$ cat src/rtl/float_to_int_seq.sv
// -----------------------------------------------------------------------------
// float_to_int_seq
//
// Multi-cycle float-to-integer converter for the FPU result side. The operand's
// mantissa is loaded into an {int, frac, sticky} accumulator. An iterative
// shifter then moves it one bit per cycle until the binary point lines up with
// the integer field. Finally the value is rounded in the shared round-mode
// encoding and range-checked against the signed or unsigned target.
//
// Ports:
//   clk         clock
//   rst         asynchronous, active-high reset
//   in_valid    operand valid
//   in_ready    converter idle and able to accept an operand
//   op          float operand {sign, exp, frac}
//   round_mode  shared rounding-mode encoding
//   is_signed   1: signed integer result, 0: unsigned integer result
//   out_valid   result valid (held until out_ready)
//   out_ready   consumer accepts result
//   result      converted integer
//   exception   shared 5-bit exception vector (only invalid/inexact used)
// -----------------------------------------------------------------------------

`ifndef FP_ROUND_TONEAREST
`define FP_ROUND_TONEAREST 2'b00
`endif
`ifndef FP_ROUND_UPWARD
`define FP_ROUND_UPWARD 2'b01
`endif
`ifndef FP_ROUND_DOWNWARD
`define FP_ROUND_DOWNWARD 2'b10
`endif
`ifndef FP_ROUND_TOWARDZERO
`define FP_ROUND_TOWARDZERO 2'b11
`endif
`ifndef FP_INVALID
`define FP_INVALID 4
`endif
`ifndef FP_INEXACT
`define FP_INEXACT 0
`endif

module float_to_int_seq #(
    parameter int exp_width  = 8,
    parameter int frac_width = 23,
    parameter int int_width  = 32
) (
    input  logic                            clk,
    input  logic                            rst,
    input  logic                            in_valid,
    output logic                            in_ready,
    input  logic [exp_width+frac_width:0]   op,
    input  logic [1:0]                      round_mode,
    input  logic                            is_signed,
    output logic                            out_valid,
    input  logic                            out_ready,
    output logic [int_width-1:0]            result,
    output logic [4:0]                      exception
);

    localparam int ACC_W   = int_width + frac_width + 1;
    localparam int BIAS    = 2 ** (exp_width - 1) - 1;
    // Beyond this many right shifts every mantissa bit already sits in sticky.
    localparam int MAX_RSH = frac_width + 2;
    localparam int CNT_W   = $clog2(int_width + frac_width + 3);

    // Rounded-magnitude limits for the signed range check.
    localparam logic [int_width:0] SMAX_POS = {2'b00, {(int_width-1){1'b1}}};
    localparam logic [int_width:0] SMAX_NEG = {2'b01, {(int_width-1){1'b0}}};

    typedef enum logic [1:0] {IDLE, SHIFT, ROUND, DONE} state_t;

    state_t state, state_nxt;

    logic [ACC_W-1:0] acc;
    logic [CNT_W-1:0] cnt;
    logic             shift_left;
    logic             sign_q;
    logic             nan_q;
    logic             force_inv_q;
    logic [1:0]       mode_q;
    logic             signed_q;

    // ---------------------------------------------------------------- decode
    logic                  op_sign;
    logic [exp_width-1:0]  op_exp;
    logic [frac_width-1:0] op_frac;
    logic [exp_width-1:0]  exp_eff;
    int                    e_int;
    int                    n_int;
    logic                  op_nan;
    logic                  op_special;
    logic [ACC_W-1:0]      acc_load;
    logic                  accept;

    assign {op_sign, op_exp, op_frac} = op;
    assign in_ready  = (state == IDLE);
    assign out_valid = (state == DONE);
    assign accept    = in_valid & in_ready;

    // NOTE: every signal written in a combinational block gets a default first,
    // so no path leaves it unassigned and no latch is inferred.
    always_comb begin
        exp_eff    = (op_exp == '0) ? exp_width'(1) : op_exp;
        e_int      = int'(exp_eff) - BIAS;
        op_nan     = (&op_exp) & (|op_frac);
        // Inf, NaN and anything too large for the integer field skip shifting.
        op_special = (&op_exp) | (e_int >= int_width);
        n_int      = 0;
        if (e_int > 0) begin
            n_int = e_int;
        end else if (e_int < 0) begin
            n_int = (-e_int > MAX_RSH) ? MAX_RSH : -e_int;
        end
        acc_load = {{(int_width-1){1'b0}}, |op_exp, op_frac, 1'b0};
    end

    // ------------------------------------------------------------------ FSM
    always_ff @(posedge clk or posedge rst) begin
        if (rst) begin
            state <= IDLE;
        end else begin
            // NOTE: sequential state uses non-blocking assignments so every
            // register samples pre-edge values regardless of statement order.
            state <= state_nxt;
        end
    end

    always_comb begin
        state_nxt = state;
        unique case (state)
            IDLE:  if (accept) state_nxt = (op_special || n_int == 0) ? ROUND : SHIFT;
            SHIFT: if (cnt == CNT_W'(1)) state_nxt = ROUND;
            ROUND: state_nxt = DONE;
            DONE:  if (out_ready) state_nxt = IDLE;
            default: state_nxt = IDLE;
        endcase
    end

    // ------------------------------------------------------------- rounding
    logic [int_width-1:0] int_part;
    logic                 guard;
    logic                 rest;
    logic                 inc;
    logic [int_width:0]   mag;
    logic                 range_inv;
    logic                 invalid;
    logic                 inexact;
    logic                 sat_neg;
    logic [int_width-1:0] rnd_result;
    logic [4:0]           rnd_exc;

    always_comb begin
        int_part = acc[ACC_W-1 -: int_width];
        guard    = acc[frac_width];
        // Lower fraction bits and the sticky bit together.
        rest     = |acc[frac_width-1:0];

        case (mode_q)
            `FP_ROUND_TONEAREST: inc = guard & (rest | acc[frac_width+1]);
            `FP_ROUND_UPWARD:    inc = ~sign_q & (guard | rest);
            `FP_ROUND_DOWNWARD:  inc = sign_q & (guard | rest);
            default:             inc = 1'b0;
        endcase

        // One extra bit so a carry out of the integer field is visible.
        mag = {1'b0, int_part} + {{int_width{1'b0}}, inc};

        if (signed_q) begin
            range_inv = sign_q ? (mag > SMAX_NEG) : (mag > SMAX_POS);
        end else begin
            range_inv = (sign_q & (mag != '0)) | mag[int_width];
        end

        invalid = force_inv_q | range_inv;
        inexact = (guard | rest) & ~invalid;
        // NaN saturates like a positive overflow.
        sat_neg = sign_q & ~nan_q;

        if (invalid) begin
            if (signed_q) begin
                rnd_result = sat_neg ? {1'b1, {(int_width-1){1'b0}}}
                                     : {1'b0, {(int_width-1){1'b1}}};
            end else begin
                rnd_result = sat_neg ? '0 : '1;
            end
        end else begin
            rnd_result = sign_q ? -mag[int_width-1:0] : mag[int_width-1:0];
        end

        rnd_exc              = '0;
        rnd_exc[`FP_INVALID] = invalid;
        rnd_exc[`FP_INEXACT] = inexact;
    end

    // ------------------------------------------------------------- datapath
    always_ff @(posedge clk or posedge rst) begin
        if (rst) begin
            acc         <= '0;
            cnt         <= '0;
            shift_left  <= 1'b0;
            sign_q      <= 1'b0;
            nan_q       <= 1'b0;
            force_inv_q <= 1'b0;
            mode_q      <= '0;
            signed_q    <= 1'b0;
            result      <= '0;
            exception   <= '0;
        end else begin
            case (state)
                IDLE: begin
                    if (accept) begin
                        acc         <= acc_load;
                        cnt         <= CNT_W'(n_int);
                        shift_left  <= (e_int > 0);
                        sign_q      <= op_sign;
                        nan_q       <= op_nan;
                        force_inv_q <= op_special;
                        mode_q      <= round_mode;
                        signed_q    <= is_signed;
                    end
                end
                SHIFT: begin
                    if (shift_left) begin
                        acc <= {acc[ACC_W-2:0], 1'b0};
                    end else begin
                        // The bit leaving the fraction LSB folds into sticky.
                        acc <= {1'b0, acc[ACC_W-1:2], acc[1] | acc[0]};
                    end
                    cnt <= cnt - CNT_W'(1);
                end
                ROUND: begin
                    result    <= rnd_result;
                    exception <= rnd_exc;
                end
                default: ;
            endcase
        end
    end

endmodule

$ cat config.mk
export PLATFORM = sky130hd
export DESIGN_NAME = float_to_int_seq
export DESIGN_NICKNAME = d
export VERILOG_FILES = /design/src/rtl/float_to_int_seq.sv
export SDC_FILE = /design/constraint.sdc
export NUM_CORES = 1
export LEC_CHECK = 0
export CORE_MARGIN = 2
export CORE_UTILIZATION = 45
export CTS_BUF_LIST = sky130_fd_sc_hd__clkbuf_4
export DETAILED_ROUTE_END_ITERATION = 10
export GPL_TIMING_DRIVEN = 0
export PLACE_DENSITY = 0.7
export SKIP_LAST_GASP = 1
export SLEW_MARGIN = 25
export SYNTH_ARGS = -nofsm -noshare
export SYNTH_HDL_FRONTEND = slang
export SYNTH_SLANG_ARGS = --single-unit
$ cat constraint.sdc
create_clock -name clk -period 9.7 [get_ports clk]
set_input_delay 2.91 -clock clk [delete_from_list [all_inputs] [get_ports clk]]
set_output_delay 2.91 -clock clk [all_outputs]
set_load 0.01 [all_outputs]
==> results of run 1 <==
[layout make-up]
| class | count | area share [%] |
|---|---|---|
| buffer | 79 | 3.71 |
| timing repair buffer | 74 | 8.49 |
| sequential | 105 | 29.4 |
| inverter | 28 | 1.23 |
| multi-input combinational | 729 | 51.9 |
| clock buffer | 9 | 0.756 |
| clock inverter | 7 | 1.39 |
| tap | 220 | 3.08 |
[stage by stage]
stage                     setup WS [ns]  cells  hold slack, ns  total power, mW  utilization (%)
after global routing               2.84   1251           0.537             2.91             53.7
after detailed placement           2.36   1235           0.470             2.40             52.5
after global placement             2.34   1234           0.466             2.37             52.3
final                              3.13   1251           0.504             2.68             53.7
after floorplan                    3.41    941           0.441             1.89                -
after CTS                          2.90   1251           0.505             2.69             53.7
[logic make-up after synthesis]
family	share of synthesized area, %
AOI/OAI and AO/OA	18.2
xor gates and xnor gates	7.40
adders and majority gates	3.74
buffers and inverters	5.68
DFF	34.2
muxes	8.99
other	0.0487
and+or+nand+nor	21.7
[layout by cell type, fill, tap and decap left out, types with 16 or more instances in the layout]
master and n:
mux2i_1 59, nor4_1 18, dfrtp_1 105, a21oi_1 67, nand3_1 22, ha_1 23, nor2_1 80, xnor2_1 51
nor3_1 16, o21ai_0 74, nand2_1 118, clkdlybuf4s50_1 73, inv_1 26, clkbuf_1 60
[power groups by stage]
stage / Clock [mW] / Sequential (mW) / Combinational, mW
after floorplan: 0 / 0.745 / 1.15
after global placement: 0 / 0.744 / 1.63
after detailed placement: 0 / 0.746 / 1.65
after CTS: 0.298 / 0.736 / 1.66
after global routing: 0.316 / 0.757 / 1.84
final: 0.293 / 0.736 / 1.65
[cells in the mapped netlist, types with 17 or more instances]
| master | instances | share of area (%) |
|---|---|---|
| a21oi_1 | 67 | 4.4 |
| mux2i_1 | 59 | 7.7 |
| xnor2_1 | 51 | 5.8 |
| o21ai_0 | 74 | 4.8 |
| nand2_1 | 118 | 5.8 |
| nor2_1 | 80 | 3.9 |
| ha_1 | 23 | 3.7 |
| nor4_1 | 18 | 1.5 |
| clkbuf_1 | 60 | 2.9 |
| inv_1 | 27 | 1.3 |
| nor3_1 | 17 | 1.1 |
| dfrtp_1 | 105 | 34 |
| nand3_1 | 22 | 1.4 |
[sequential cells by signal, summed over array words and instances (netlist names)]
signal,count
acc,56
cnt,6
exception,2
force_inv_q,1
mode_q,2
nan_q,1
result,32
shift_left,1
sign_q,1
signed_q,1
state,2
[critical path: stages]
cell	delay, ns
clkdlybuf4s50_1	0.61
nand2_1	0.17
nor3_2	0.55
nand2b_1	0.12
ha_1	0.20
clkbuf_1	0.19
or4_1	0.43
nor4_1	0.47
a31oi_1	0.18
or3_1	0.40
a21boi_0	0.16
o22ai_1	0.24
o21ai_0	0.19
o311a_1	0.16
[metal layers]
| layer | part of all wire (%) | track usage [%] | vias up |
|---|---|---|---|
| li1 | - | - | 3488 |
| met2 | 50 | 39.8 | 174 |
| met3 | 4.3 | 3.75 | 23 |
| met4 | 1.6 | 5.73 | 0 |
| met5 | 0 | 0 | - |
| met1 | 44 | 30.4 | 3352 |
[worst max path at each step]
stage                     endpoint  depth (start not counted)  startpoint
after floorplan           state[1]                         14      op[23]
after global placement     acc[16]                          2         rst
after detailed placement  state[1]                         14      op[25]
after CTS                 state[1]                         14      op[25]
after global routing      state[0]                         14      op[25]
final                     state[1]                         14      op[25]
==> flow_summary.yaml, run 1 <==
worst_setup_path:
  rr_worst_depth: 18
  rr_endpoint: "result[18]"
  critPathCaptureType: "register"
  crit_required_ns: 10.10
  cp_max_fo: 10
  critPathKind: "in -> reg"
  startpoint_type: "input port"
  arrival_ns: 6.98
  r2r-start: "sign_q"
  ff2ff_setup_slack_ns: 3.87
floorplanning:
  die_x_um: 135
  io-pin-count: 78
  die_h_um: 135
  rows: 47
  die_area_um2: 18200
  floorplan.initialDensity_pct: 46.2
  core_region_area_um2: 16600
worst_hold_path:
  hp-class: "reg -> reg"
  hp-start: "exception[4]"
  hold_depth: 1
  whs_endpoint: "exception[4]"
global_routing:
  antenna_found_initial: 0
  grt_start_max_net_pins: 68
  grt_pass1_vias: 6866
  grt_overflow: 0
  grt_first_pass_wirelength_um: 34000
  grt_util_all_layers_pct: 23.1
drt:
  wl_per_cell_um: 16.3
  drt-total-wl_um: 20400
  via_per_inst: 5.63
  final_antenna_net_count: 0
  drtIter0Drc: 354
  vias: 7037
  drc: 0
  dr.pass1.iters: 5
timing:
  hold_viol: 0
  grt_setup_unrepaired: "no"
  worst_pin_slew_ns: 0.898
  max_slew_margin_pct: 39.6
  layout_min_cycle_time_ns: 6.57
  skew_ns: 0.0239
  fmax_ghz: 0.152
  setup_tns_ns: 0
  maxSlewViolCount: 0
  setup_viol: 0
  timing.final.crit_share_pct: 67.8
synthesis:
  ys_seq_area_share_pct: 34.2
  synth_area_um2: 7690
  synthCells: 939
  ys_async_sr_fraction_pct: 100
  ys.flop_type: "dfrtp_1"
  ys_types: 66
  yosys_warnings: 0
  ys_ff_latch: 105
  syn_area_per_cell_um2: 8.19
  synth_edf_count: 0
status:
  outcome: "completed"
place:
  globalplace.congestion: 0.889
  place_area_um2: 8740
  place.port_buffers: 73
  dp.final_hpwl_um: 15500
clocking:
  cts_sinks: 105
  root_buffer: "clkbuf_4"
  cts.htree.levels: 3
  cts_hold_buf: 0
  clk_path_buf_depth: 2
  postCtsSetupRepairBufs: 0
  clkLatencyLatePin_ns: 0.50
  cts_resized: 0
  cts_made_buffers: 9
  cts_tree: "yes"
  clk_pin_slew_ns: 0.17
cells_and_area:
  nets: 1088
  layout-drive-gt1-share_pct: 5.33
  fin_area_um2: 8930
  syn_to_final_growth_pct: 16.2
  ff_latch_area_um2: 2630
  multiInputGateArea_um2: 4640
  fillers: 1613
  antenna_cells: 0
pwr:
  clkPwrFrac_pct: 10.9
  p_leak_nw: 3.58
  p_per_area_nw_per_um2: 300
  intPower_mw: 1.45
  power_frac_seq_pct: 27.4
  power.switching_mw: 1.23
  swShare_pct: 45.8
  power_frac_comb_pct: 61.7
  vdd_drop_max_v: 0.000172
job:
  max_cap_viol_count: 0
Power figures use the tool's default switching activity.
==> run 2: changes to the inputs <==
==> constraint.sdc (replaced) <==
create_clock -name clk -period 6.5 [get_ports clk]
set_input_delay 1.95 -clock clk [delete_from_list [all_inputs] [get_ports clk]]
set_output_delay 1.95 -clock clk [all_outputs]
set_load 0.01 [all_outputs]
==> results of run 2 <==
The final DEF is identical to that of run 1. Status: completed.
Among the figures that moved: setup slack after placement 2.36 ns -> 0.120 ns; clock-pin slew on the worst setup and hold paths 0.17 ns -> 0.18 ns; setup slack after layout 3.13 ns -> 0.675 ns; start point of the critical path op[25] -> sign_q; end point of the critical path state[1] -> result[18]; register-to-register setup slack 3.87 ns -> 0.67 ns; total power 2.68 mW -> 4.01 mW; worst IR drop on VDD 0.000172 V -> 0.000256 V
==> run 3: changes to the inputs <==
--- a/config.mk
+++ b/config.mk
@@ -5,6 +5,7 @@
 export SDC_FILE = /design/constraint.sdc
 export NUM_CORES = 1
 export LEC_CHECK = 0
+export CORE_ASPECT_RATIO = 1.75
 export CORE_MARGIN = 2
 export CORE_UTILIZATION = 45
 export CTS_BUF_LIST = sky130_fd_sc_hd__clkbuf_4
==> flow_summary.yaml, run 3 (same netlist as run 1, synthesis figures left out) <==
timing:
  hold_slack_ns: 0.510
  timing.final.crit_share_pct: 90.5
  setup_tns_ns: 0
  maxSlewViolCount: 0
  layout_min_cycle_time_ns: 5.88
  fmax_ghz: 0.170
  setup_viol: 0
  skew_ns: 0.0408
  max_slew_margin_pct: 34.1
  hold_viol: 0
  worst_pin_slew_ns: 0.980
  grt_setup_unrepaired: "no"
worst_setup_path:
  crit_required_ns: 6.86
  arrival_ns: 6.25
  startpoint_type: "register"
  critPathKind: "reg -> reg"
  cp_max_fo: 10
  critPathCaptureType: "register"
clocking:
  cts_tree: "yes"
  clk_pin_slew_ns: 0.17
  postCtsSetupRepairBufs: 0
  clk_path_buf_depth: 2
  cts_resized: 0
  cts_made_buffers: 9
  root_buffer: "clkbuf_4"
  cts_hold_buf: 0
  cts.htree.levels: 3
  cts_sinks: 105
  clkLatencyLatePin_ns: 0.50
cells_and_area:
  layout.cells.non_filler: 1259
  top_register: "acc"
  layout-drive-gt1-share_pct: 5.33
  final_cell_mix: "nand2_1 (118), dfrtp_1 (105), nor2_1 (80)"
  largest_reg_flops: 56
  layout_commonest_cell: "nand2_1"
  syn_to_final_growth_pct: 15.8
  fin_util_pct: 52.8
  nets: 1088
  top_regs: "acc x56, result x32, cnt x6"
place:
  place.port_buffers: 73
  dp.final_hpwl_um: 16400
  globalplace.congestion: 0.895
  post-place-cells: 1242
global_routing:
  grt_start_max_net_pins: 63
  antenna_found_initial: 1
  grt_overflow: 0
  grt_pass1_vias: 6661
  grt_util_all_layers_pct: 23.6
  grt_first_pass_wirelength_um: 33800
drt:
  via_per_inst: 5.62
  drc: 0
  dr.pass1.iters: 4
  drtIter0Drc: 342
  vias: 7078
  drt-total-wl_um: 21100
  wl_per_cell_um: 16.7
  final_antenna_net_count: 0
floorplanning:
  core_region_area_um2: 16900
  die_x_um: 103
  die_h_um: 177
  floorplan.initialDensity_pct: 45.6
  die_area_um2: 18200
  rows: 63
  io-pin-count: 78
pwr:
  power_mw: 3.95
  p_per_area_nw_per_um2: 443
  vdd_drop_max_v: 0.000177
  p_leak_nw: 3.57
status:
  outcome: "completed"
job:
  max_cap_viol_count: 0
worst_hold_path:
  hp-class: "reg -> reg"
==> run 3: path summary, 6_finish.rpt <==
| path | start | end | slack, ns | cells after the start |
|---|---|---|---|---|
| max in group asynchronous | rst | acc[22] | 4.03 | 3 |
| worst max register to register | sign_q | result[12] | 0.62 | 18 |
| worst max-delay path | sign_q | result[12] | 0.62 | 18 |
| worst min-delay path | nan_q | nan_q | 0.51 | 2 |
| min in group asynchronous | rst | acc[26] | 1.83 | 2 |
| worst min register to register | nan_q | nan_q | 0.51 | 2 |
==> run 3: metrics by stage <==
step                      worst slack, ns  area (um2)
after floorplan                      1.17        7700
after global placement              0.110        8710
after detailed placement            0.422        8750
after CTS                           0.699        8910
after global routing                0.433        8910
final                               0.619        8910
==> run 3: area by class of cell <==
class / instances / area (um2)
clock inverters: 7 / 86.3
inverters: 28 / 110
clock buffers: 9 / 67.6
multi-input cells: 729 / 4640
flip-flops and latches: 105 / 2630
well taps: 227 / 284
diodes: 1 / 2.50
fillers: 1702 / 7960
repair buffers: 74 / 758
plain buffers: 79 / 332
==> run 3: worst max-delay path: stages, from the launching register on <==
cell and delay, ns:
dfrtp_1 0.36, clkbuf_1 0.22, clkbuf_1 0.54, xnor2_1 0.22, a31oi_1 0.12, a211oi_1 0.25, ha_1 0.28, ha_1 0.24
nand4_4 0.19, nor4_1 0.89, nand2_1 0.27, o22a_1 0.35, nand3b_1 0.29, or4_1 0.50, a311oi_2 0.32, buf_4 0.25
o21a_2 0.22, buf_4 0.19, a21oi_1 0.08
==> run 3: per-layer routing <==
layer	routed length, um	GRT usage (%)	vias to the layer above
met5	0	0	-
met4	833	10.5	0
met3	661	2.57	44
met2	11600	44.4	189
met1	7990	25.8	3337
li1	-	-	3508
==> run 3: report_power, final <==
| group | switching, mW | leakage (nW) | internal (mW) |
|---|---|---|---|
| Sequential | 0.196 | 1.33 | 0.901 |
| Clock | 0.255 | 0.0841 | 0.125 |
| Combinational | 1.40 | 2.15 | 1.07 |
| Total | 1.85 | 3.57 | 2.10 |
